<file path="config.mk">
export PLATFORM = sky130hd
export DESIGN_NAME = matrix_bcm
export DESIGN_NICKNAME = d
export VERILOG_FILES = /design/src/rtl/matrix_bcm_pkg.sv /design/src/rtl/matrix_shifter.sv /design/src/rtl/matrix_bcm.sv
export SDC_FILE = /design/constraint.sdc
export NUM_CORES = 2
export LEC_CHECK = 0
export CAP_MARGIN = 10
export CORE_ASPECT_RATIO = 0.75
export CORE_MARGIN = 2
export CORE_UTILIZATION = 63
export DETAILED_ROUTE_END_ITERATION = 8
export PLACE_DENSITY_LB_ADDON = 0.15
export SETUP_SLACK_MARGIN = 0.2
export SKIP_LAST_GASP = 1
export SYNTH_ARGS = -nofsm -noshare
export SYNTH_HDL_FRONTEND = slang
export SYNTH_SLANG_ARGS = --single-unit
</file>
<file path="constraint.sdc">
create_clock -name clk -period 4.9 [get_ports clk]
set_input_delay 0.98 -clock clk [delete_from_list [all_inputs] [get_ports clk]]
set_output_delay 0.98 -clock clk [all_outputs]
set_load 0.02 [all_outputs]
</file>
<file path="src/rtl/matrix_bcm_pkg.sv">
// Shared types and helpers for the binary-code-modulated LED matrix driver.
package matrix_bcm_pkg;

  typedef enum logic [1:0] {LOAD, SHIFT, LATCH, HOLD} scan_state_e;
  typedef enum logic [1:0] {PH_IDLE, PH_LOW, PH_HIGH, PH_LATCH} shift_phase_e;

  localparam int MAX_PIX_W = 24;

  function automatic int shift_len(input int rows, input int cols);
    return rows + 3 * cols;
  endfunction

  function automatic int addr_width(input int rows, input int cols);
    return $clog2(rows * cols);
  endfunction

  // comp 0 = R (top field), 1 = G, 2 = B
  function automatic logic pix_bit(input logic [MAX_PIX_W-1:0] pix, input int bpc,
                                   input int comp, input int plane);
    return pix[(2 - comp) * bpc + plane];
  endfunction

  function automatic logic [MAX_PIX_W-1:0] merge_pixel(input logic [MAX_PIX_W-1:0] old_pix,
                                                       input logic [31:0] wdata,
                                                       input logic [3:0] sel,
                                                       input int pix_w);
    logic [MAX_PIX_W-1:0] res;
    res = old_pix;
    for (int i = 0; i < MAX_PIX_W; i++) begin
      if (i < pix_w && sel[i / 8]) res[i] = wdata[i];
    end
    return res;
  endfunction

endpackage

</file>
<file path="src/rtl/matrix_shifter.sv">
// Serialises one row/plane word MSB-first with a divided shift clock, then pulses latch.
module matrix_shifter
  import matrix_bcm_pkg::*;
#(
  parameter int LEN     = 32,
  parameter int CLK_DIV = 2
) (
  input  logic           clk,
  input  logic           reset_n,
  input  logic           start_i,
  input  logic [LEN-1:0] data_i,
  output logic           shift_done_o,
  output logic           done_o,
  output logic           sclk_o,
  output logic           latch_o,
  output logic           mosi_o
);

  localparam int DW = (CLK_DIV > 1) ? $clog2(CLK_DIV) : 1;
  localparam int BW = $clog2(LEN);

  shift_phase_e   phase_q, phase_d;
  logic [LEN-1:0] sreg_q, sreg_d;
  logic [BW-1:0]  bit_q, bit_d;
  logic [DW-1:0]  div_q, div_d;
  logic           div_end;

  assign div_end = (div_q == DW'(CLK_DIV - 1));

  // NOTE: combinational blocks use blocking '=' with every output defaulted first,
  // so no latch is inferred; the clocked block below uses non-blocking '<=' only.
  always_comb begin
    phase_d      = phase_q;
    sreg_d       = sreg_q;
    bit_d        = bit_q;
    div_d        = div_end ? '0 : div_q + 1'b1;
    shift_done_o = 1'b0;
    done_o       = 1'b0;
    unique case (phase_q)
      PH_IDLE:  div_d = '0;
      PH_LOW:   if (div_end) phase_d = PH_HIGH;
      PH_HIGH: begin
        if (div_end) begin
          sreg_d = {sreg_q[LEN-2:0], 1'b0};
          if (bit_q == BW'(LEN - 1)) begin
            phase_d      = PH_LATCH;
            shift_done_o = 1'b1;
          end else begin
            bit_d   = bit_q + 1'b1;
            phase_d = PH_LOW;
          end
        end
      end
      PH_LATCH: begin
        if (div_end) begin
          phase_d = PH_IDLE;
          done_o  = 1'b1;
        end
      end
      default: phase_d = PH_IDLE;
    endcase
    if (start_i) begin
      phase_d = PH_LOW;
      sreg_d  = data_i;
      bit_d   = '0;
      div_d   = '0;
    end
  end

  always_ff @(posedge clk or negedge reset_n) begin
    if (!reset_n) begin
      phase_q <= PH_IDLE;
      sreg_q  <= '0;
      bit_q   <= '0;
      div_q   <= '0;
    end else begin
      phase_q <= phase_d;
      sreg_q  <= sreg_d;
      bit_q   <= bit_d;
      div_q   <= div_d;
    end
  end

  // Decoded straight from the phase register so reset drops the pins at once.
  assign sclk_o  = (phase_q == PH_HIGH);
  assign latch_o = (phase_q == PH_LATCH);
  assign mosi_o  = ((phase_q == PH_LOW) || (phase_q == PH_HIGH)) && sreg_q[LEN-1];

endmodule

</file>
<file path="src/rtl/matrix_bcm.sv">
// LED matrix driver: pipelined Wishbone framebuffer plus row/bit-plane BCM scan FSM.
module matrix_bcm
  import matrix_bcm_pkg::*;
#(
  parameter int ROWS       = 8,
  parameter int COLS       = 8,
  parameter int BPC        = 4,
  parameter int CLK_DIV    = 2,
  parameter int BASE_TICKS = 64,
  localparam int AW        = addr_width(ROWS, COLS)
) (
  input  logic          clk,
  input  logic          reset_n,
  input  logic [1:0]    i_refresh_speed,
  output logic          o_matrix_clk,
  output logic          o_matrix_latch,
  output logic          o_matrix_mosi,
  output logic          o_frame_strobe,
  input  logic          i_wb_cyc,
  input  logic          i_wb_stb,
  input  logic          i_wb_we,
  input  logic [AW-1:0] i_wb_addr,
  input  logic [3:0]    i_wb_sel,
  input  logic [31:0]   i_wb_wdata,
  output logic          o_wb_ack,
  output logic          o_wb_stall,
  output logic [31:0]   o_wb_rdata
);

  localparam int NPIX = ROWS * COLS;
  localparam int PW   = 3 * BPC;
  localparam int LEN  = shift_len(ROWS, COLS);
  localparam int RW   = $clog2(ROWS);
  localparam int PLW  = (BPC > 1) ? $clog2(BPC) : 1;

  logic [PW-1:0]        fb_q [NPIX];
  logic                 req, addr_ok;
  logic [MAX_PIX_W-1:0] wr_pix;
  logic                 ack_q;
  logic [31:0]          rdata_q;

  assign req     = i_wb_cyc & i_wb_stb;
  assign addr_ok = (32'(i_wb_addr) < 32'(NPIX));
  assign wr_pix  = merge_pixel(MAX_PIX_W'(fb_q[i_wb_addr]), i_wb_wdata, i_wb_sel, PW);

  // NOTE: the framebuffer is reset explicitly because it must read back as zeros
  // after reset; this keeps it in flops rather than a RAM macro.
  always_ff @(posedge clk or negedge reset_n) begin
    if (!reset_n) begin
      for (int i = 0; i < NPIX; i++) fb_q[i] <= '0;
      ack_q   <= 1'b0;
      rdata_q <= '0;
    end else begin
      if (req && i_wb_we && addr_ok) fb_q[i_wb_addr] <= wr_pix[PW-1:0];
      ack_q   <= req;
      rdata_q <= (req && !i_wb_we && addr_ok) ? 32'(fb_q[i_wb_addr]) : '0;
    end
  end

  assign o_wb_ack   = ack_q;
  assign o_wb_stall = 1'b0;
  assign o_wb_rdata = rdata_q;

  scan_state_e    state_q, state_d;
  logic [RW-1:0]  row_q, row_d;
  logic [PLW-1:0] plane_q, plane_d;
  logic [31:0]    hold_q, hold_d;
  logic           strobe_q, strobe_d;
  logic           start, shift_done, sh_done;
  logic [LEN-1:0] load_bits;

  // Row one-hot on top, then columns high-to-low as {R,G,B} of the current plane.
  always_comb begin
    load_bits = '0;
    load_bits[3 * COLS + int'(row_q)] = 1'b1;
    for (int c = 0; c < COLS; c++) begin
      for (int k = 0; k < 3; k++) begin
        load_bits[3 * c + 2 - k] =
          pix_bit(MAX_PIX_W'(fb_q[int'(row_q) * COLS + c]), BPC, k, int'(plane_q));
      end
    end
  end

  always_comb begin
    state_d  = state_q;
    row_d    = row_q;
    plane_d  = plane_q;
    hold_d   = hold_q;
    strobe_d = 1'b0;
    start    = 1'b0;
    unique case (state_q)
      LOAD: begin
        start   = 1'b1;
        state_d = SHIFT;
      end
      SHIFT: if (shift_done) state_d = LATCH;
      LATCH: begin
        if (sh_done) begin
          state_d = HOLD;
          hold_d  = (32'(BASE_TICKS) << (32'(plane_q) + 32'(i_refresh_speed))) - 32'd1;
        end
      end
      HOLD: begin
        if (hold_q == '0) begin
          state_d = LOAD;
          if (plane_q == PLW'(BPC - 1)) begin
            plane_d = '0;
            if (row_q == RW'(ROWS - 1)) begin
              row_d    = '0;
              strobe_d = 1'b1;
            end else begin
              row_d = row_q + 1'b1;
            end
          end else begin
            plane_d = plane_q + 1'b1;
          end
        end else begin
          hold_d = hold_q - 32'd1;
        end
      end
      default: state_d = LOAD;
    endcase
  end

  always_ff @(posedge clk or negedge reset_n) begin
    if (!reset_n) begin
      state_q  <= LOAD;
      row_q    <= '0;
      plane_q  <= '0;
      hold_q   <= '0;
      strobe_q <= 1'b0;
    end else begin
      state_q  <= state_d;
      row_q    <= row_d;
      plane_q  <= plane_d;
      hold_q   <= hold_d;
      strobe_q <= strobe_d;
    end
  end

  assign o_frame_strobe = strobe_q;

  matrix_shifter #(
    .LEN     (LEN),
    .CLK_DIV (CLK_DIV)
  ) u_shifter (
    .clk          (clk),
    .reset_n      (reset_n),
    .start_i      (start),
    .data_i       (load_bits),
    .shift_done_o (shift_done),
    .done_o       (sh_done),
    .sclk_o       (o_matrix_clk),
    .latch_o      (o_matrix_latch),
    .mosi_o       (o_matrix_mosi)
  );

endmodule

</file>
# Word level (Yosys, flattened, before mapping)
# Cells that the tools add are included.
[totals]
regBits = 861
out_inout_bits = 38
in_bits = 49
[classes]
n_lt_le_gt_ge = 15
reduce_logical = 21
n_eq_ne = 17
add_sub_neg = 17
muxes = 144
n_shift = 1
bitwise_logic = 10
[ops]
columns = ["op", "count"]
rows = [
  ["bitwise mux 768 bit", 1],
  ["binary-select mux 12 bit (select 6 bit)", 9],
  ["greater-or-equal comparator 32 x 7 -> 1 bit (second input constant)", 8],
  ["2-to-1 mux 12 bit", 20],
  ["inverter 7 -> 32 bit", 7],
  ["2-to-1 mux 32 bit", 5],
  ["binary-select mux 1 bit (select 5 bit)", 16],
  ["demux 12 bit (select 6 bit)", 1],
  ["2-to-1 mux 1 bit", 66],
  ["one-hot mux 32 bit (2 select lines)", 1],
  ["subtractor 32 x 1 -> 32 bit (second input constant)", 2],
  ["logical NOT 32 bit", 1],
  ["inverter 6 -> 32 bit", 1],
  ["left shift 7 x 3 -> 32 bit (first input constant)", 1],
  ["adder 6 x 3 -> 7 bit (second input constant)", 4],
  ["2-to-1 mux 5 bit", 4],
  ["2-to-1 mux 2 bit", 9],
  ["binary-select mux 1 bit (select 2 bit)", 8],
  ["adder 6 x 2 -> 7 bit (second input constant)", 2],
  ["AND reduction 3 bit", 4],
  ["equality test 2 bit (second input constant)", 5],
  ["!= test 2 bit (second input constant)", 5],
  ["one-hot mux 2 bit (4 select lines)", 1],
  ["adder 6 x 1 -> 7 bit (second input constant)", 1],
  ["other kinds (33)", 43],
]

# Logic depth before layout (Yosys ltp)
[logic_depth]
word_depth = 9
mapped_depth = 15
ltp_nobuf = 9

# Modules after synthesis
# From an unflattened synthesis, not the netlist that was laid out.
[hier_totals]
hier_cells = 4929
area_unflattened_um2 = 46811.1
[by_module_without_submodules]
columns = ["module", "area_each_um2", "instances", "cells_each"]
rows = [
  ["matrix_bcm", 44845.5, 1, 4741],
  ["matrix_shifter", 1965.6, 1, 188],
]

# Worst setup path before layout
# OpenSTA, ideal clock, no wires.
[synth_path]
kind = "register to register"
start = "register plane_q[1]"
end = "register hold_q[28]"
path_stages_with_launch = 14
slack_ns = 0.892
synth_period_minus_slack_ns = 4.008
t_arrival_ns = 3.928
required_time_ns = 4.820
setup_time_ns = 0.080
path_buffers = 5
path_cell_list = "dfrtp_1 -> clkbuf_1 -> clkbuf_1 -> clkbuf_1 -> inv_1 -> fa_1 -> clkbuf_1 -> and3b_1 -> or3_1 -> a211oi_1 -> clkbuf_1 -> nand4_1 -> a21oi_1 -> xnor2_1"
[synth_between]
elab_chain_len = 5
[synth_rtl]
columns = ["element", "line_no", "rtl"]
rows = [
  ["from (decl)", "matrix_bcm.sv:66", "logic [PLW-1:0] plane_q, plane_d;"],
  ["from (signal assigned)", "matrix_bcm.sv:135", "plane_q <= plane_d;"],
  ["adder 2 x 2 -> 3 bit", "matrix_bcm.sv:100", "hold_d = (32'(BASE_TICKS) << (32'(plane_q) + 32'(i_refresh_speed))) - 32'd1;"],
  ["left shift 7 x 3 -> 32 bit", "matrix_bcm.sv:100", ""],
  ["subtractor 32 x 1 -> 32 bit", "matrix_bcm.sv:100", ""],
  ["2-to-1 mux 32 bit", "matrix_bcm.sv:98", "if (sh_done) begin"],
  ["one-hot mux 32 bit (2 select lines)", "matrix_bcm.sv:91", "unique case (state_q)"],
  ["to (signal assigned)", "matrix_bcm.sv:136", "hold_q <= hold_d;"],
  ["to (decl)", "matrix_bcm.sv:67", "logic [31:0] hold_q, hold_d;"],
]
# No other way between the ends. The select of a mux whose other input is x is not followed.
# A chain may end at the register's enable or synchronous reset.

# Final worst setup path
[layout_path]
start = "input port i_wb_addr[2]"
end = "register fb_q[541] (netlist name)"
[layout_between]
elab_chain_len = 6
[layout_rtl]
columns = ["element", "line_no", "rtl"]
rows = [
  ["from (decl)", "matrix_bcm.sv:22", "input logic [AW-1:0] i_wb_addr,"],
  ["inverter 6 -> 7 bit (not written as such) *", "matrix_bcm.sv:44, matrix_bcm.sv:54", ""],
  ["greater-or-equal comparator 7 bit (not written as such) (tied with other cells)", "matrix_bcm.sv:54", "if (req && i_wb_we && addr_ok) fb_q[i_wb_addr] <= wr_pix[PW-1:0];"],
  ["logical AND 1 bit (not written as such) or 2-to-1 mux 12 bit (tied branches)", "matrix_bcm.sv:54, matrix_bcm.sv:44", ""],
  ["2-to-1 mux 12 bit, on equally long branches", "matrix_bcm.sv:54, matrix_bcm.sv:44", ""],
  ["demux 12 bit (select 6 bit) or 2-to-1 mux 1 bit (tied branches)", "matrix_bcm.sv:54, matrix_bcm_pkg.sv:30", ""],
  ["bitwise mux 768 bit *", "matrix_bcm.sv:54", ""],
  ["to (signal, indexed assignment)", "matrix_bcm.sv:54", ""],
  ["to (decl)", "matrix_bcm.sv:36", "logic [PW-1:0] fb_q [NPIX];"],
]
# Mark *: on every way between the ends. The rest lies on a longest branch, timed or not. The select of a mux whose other input is x is not followed.

==> impl_metrics.env <==
export IMPL_yosys_warnings=0
export IMPL_fin_crit_sh_pct=83.8
export IMPL_antenna_left=0
export IMPL_ys_types=83
export IMPL_placed_area_sq_um=49100
export IMPL_synth_seq_cells=861
export IMPL_yosys_area_share_simple_pct=11.3
export IMPL_rsz0062_at_grt="no"
export IMPL_hold_path_class="in2async"
export IMPL_synth_top_area_cell="dfrtp_1"
export IMPL_worstSkewPairLatency_ns=0.68
export IMPL_worstPathArrival_ns=4.67
export IMPL_grt_overflow_total=0
export IMPL_avgSynthCellArea_sq_um=10.8
export IMPL_worstReg2RegEnd="hold_q[10]"
export IMPL_setup_viol=0
export IMPL_ys_seq_area_share_pct=45.8
export IMPL_grt_pass1_vias=36900
export IMPL_synth_ff_type="dfrtp_1"
export IMPL_synth_area_sq_um=47000
export IMPL_grt_max_degree=100
export IMPL_max_cap_violations=0
export IMPL_drc=0
export IMPL_cts_tree="yes"
export IMPL_ios=87
export IMPL_hpwl_microns=124000
export IMPL_status="finished clean"
export IMPL_clk_pin_slew_ns=0.07
export IMPL_synth_compound_area_share_pct=15.5
export IMPL_postLayoutCellArea_sq_um=52000
export IMPL_power_switching_mw=4.33
export IMPL_leakagePower_nw=22.4
export IMPL_peakVddDrop_v=0.000308
export IMPL_track_usage_pct=48.1
export IMPL_synth_area_leaders="dfrtp_1 46%, mux4_2 15%, nand2_1 6.5%"
export IMPL_layout_drive_gt1_share_pct=20.9
export IMPL_r2r_start="plane_q[1]"
export IMPL_crit_type="in2reg"
export IMPL_die_h_microns=241
export IMPL_core_area_sq_um=73600
export IMPL_synth_xor_area_share_pct=0.503
export IMPL_grt_pass1_wl_microns=263000
export IMPL_die_area_sq_um=76800
export IMPL_die_w_microns=319
export IMPL_layout_min_cycle_time_ns=4.10
export IMPL_portBuffers=43
export IMPL_drv_slew=0
export IMPL_slew_headroom_pct=12.4
export IMPL_area_delta_synth_final_pct=10.6
export IMPL_cts_resized=0
export IMPL_worstSetupStartpointType="input pin"
export IMPL_cts_hold_buf=0
export IMPL_p_int_mw=11.9
export IMPL_rows=86
export IMPL_synth_enable_flop_cells=0
export IMPL_hold_ws_ns=0.369
export IMPL_async_flop_share_pct=100
export IMPL_numCtsBuffers=87
export IMPL_required_ns=5.47
export IMPL_synthMuxAreaShare_pct=21.6
export IMPL_clock_skew_ns=0.0296
export IMPL_wire_per_inst_microns=34.2
export IMPL_hold_viol_final=0
export IMPL_cts_root_buf="clkbuf_16"
export IMPL_synth_top_family_by_area="multiplexers"
export IMPL_comb_power_share_pct=10.4
export IMPL_crit_fanout=47
export IMPL_reg2reg_setup_slack_ns=1.30
export IMPL_fin_nets=4378
export IMPL_pwr_share_seq_pct=47.2
export IMPL_wirelength_microns=183000
export IMPL_viasPerCell=7.36
export IMPL_place_congestion=1.06
export IMPL_cts_buffer_depth=3
export IMPL_end_kind="register"
export IMPL_syn_inst=4365
export IMPL_numClockSinks=861
export IMPL_worstMarginPinSlew_ns=1.31
export IMPL_p_clk_share_pct=42.4
export IMPL_rr_worst_depth=8
export IMPL_vias=39400
export IMPL_dr_pass1_iters=7
export IMPL_htreeDepth=3
export IMPL_setup_tns_ns=0
export IMPL_powerDensity_nw_per_um2=312
export IMPL_antenna_found_initial=24
export IMPL_first_iter_violations=6522
export IMPL_fmax_mhz=244
export IMPL_start_util_pct=63.9
export IMPL_synthAdderAreaFrac_pct=0.442
export IMPL_power_switching_share_pct=26.7
export IMPL_netlist_area_leader_share_pct=45.8
export IMPL_post_cts_buffers=0
[synth_stat cells, drive strengths merged (11+ instances only)]
library cell  count
a22oi            28
nand3b           36
nor2            131
a31oi            14
nand2           820
o31ai           139
o22a             13
ha               15
a21oi           161
nand2b           34
xor2             17
mux4            306
mux2            101
nor2b            13
a22o             17
mux2i           211
nand3            34
nor3             18
a221oi           23
or3              11
a221o            18
a211oi           34
clkbuf          312
or3b             14
and3             36
o22ai            41
and3b            12
inv              22
o31a             11
o21ai           563
dfrtp           861
buf             150
[per-stage QoR]
stage	std cells	util (%)	worst slack [ns]	power (mW)
after CTS	5343	70.6	1.20	16.1
after floorplan	4385	-	0.892	8.59
after global routing	5345	70.6	0.920	16.6
after detailed placement	5192	66.7	0.530	9.36
final	5351	70.6	0.796	16.2
after global placement	5192	66.7	0.586	9.31
[cells by family after synthesis]
family,after synthesis
other cells,1
xor+xnor,27
fa+ha+maj,16
simple gates,1216
compound gates,1141
flops,861
buf+inv,485
mux,618
[layout make-up]
class                   count  area (sq um)
well taps                 968          1210
fillers                  5423         21600
clock inverters            21           260
repair buffers            301          2770
inverters                  23          86.3
diodes                      8          20.0
multi-input cells        3039         23500
flip-flops and latches    861         21600
clock buffers             130          2590
[placed cells by master (no fill, tap or decap), types with 12 or more instances in the layout]
cell type,count
dfrtp_1,857
nand2_1,820
o21ai_0,534
mux4_2,306
buf_4,227
mux2i_1,211
a21oi_1,161
nor2_1,127
mux2_2,95
clkbuf_16,89
o31ai_1,75
o31ai_2,60
o22ai_1,41
clkdlybuf4s50_1,38
nand3b_1,36
and3_1,36
nand3_1,34
a211oi_1,34
nand2b_1,33
buf_12,31
o21ai_1,29
a22oi_1,28
a221oi_1,22
conb_1,21
clkbuf_8,21
clkbuf_1,20
inv_1,19
a221o_1,18
a22o_1,17
xor2_1,17
nor3_1,15
or3b_2,14
ha_1,14
o22a_1,13
a31oi_1,13
and3b_1,12
clkinv_2,12
[metal layers]
metal	up-vias	share of wire (%)	track usage [%]
li1	15900	-	-
met1	19500	36	64.4
met2	3271	38	61.5
met3	716	19	29.3
met4	41	5.8	21.7
met5	-	0.34	3.58
[critical path: stages]
cell     delay, ns
buf_8         0.20
inv_2         0.83
nand3_1       0.40
nor2_1        0.76
nand2_1       0.69
buf_4         0.46
o31ai_1       0.24
[how the worst max path moves through the flow]
stage                      start          to  depth (start not counted)
floorplan             plane_q[1]  hold_q[28]                         13
finish              i_wb_addr[2]   fb_q[541]                          7
detailed placement  i_wb_addr[2]   fb_q[541]                          7
CTS                 i_wb_addr[2]   fb_q[541]                          7
global placement    i_wb_addr[2]   fb_q[541]                          7
global route        i_wb_addr[2]   fb_q[541]                          7
[power groups by stage]
stage | clock [mW] | combinational [mW] | sequential, mW
after floorplan | 0 | 0.930 | 7.66
after global routing | 7.15 | 1.76 | 7.67
after CTS | 6.85 | 1.60 | 7.63
after global placement | 0 | 1.57 | 7.75
after detailed placement | 0 | 1.60 | 7.76
final | 6.87 | 1.69 | 7.65
[state kept, by name (all words and copies together), names as in the netlist]
| signal | count |
|---|---|
| u_shifter.sreg_q | 32 |
| state_q | 2 |
| plane_q | 2 |
| hold_q | 32 |
| row_q | 3 |
| o_wb_rdata | 12 |
| u_shifter.bit_q | 5 |
| fb_q | 768 |
| o_wb_ack | 1 |
| u_shifter.div_end | 1 |
| u_shifter.phase_q | 2 |
| o_frame_strobe | 1 |
Power figures use the tool's default switching activity.
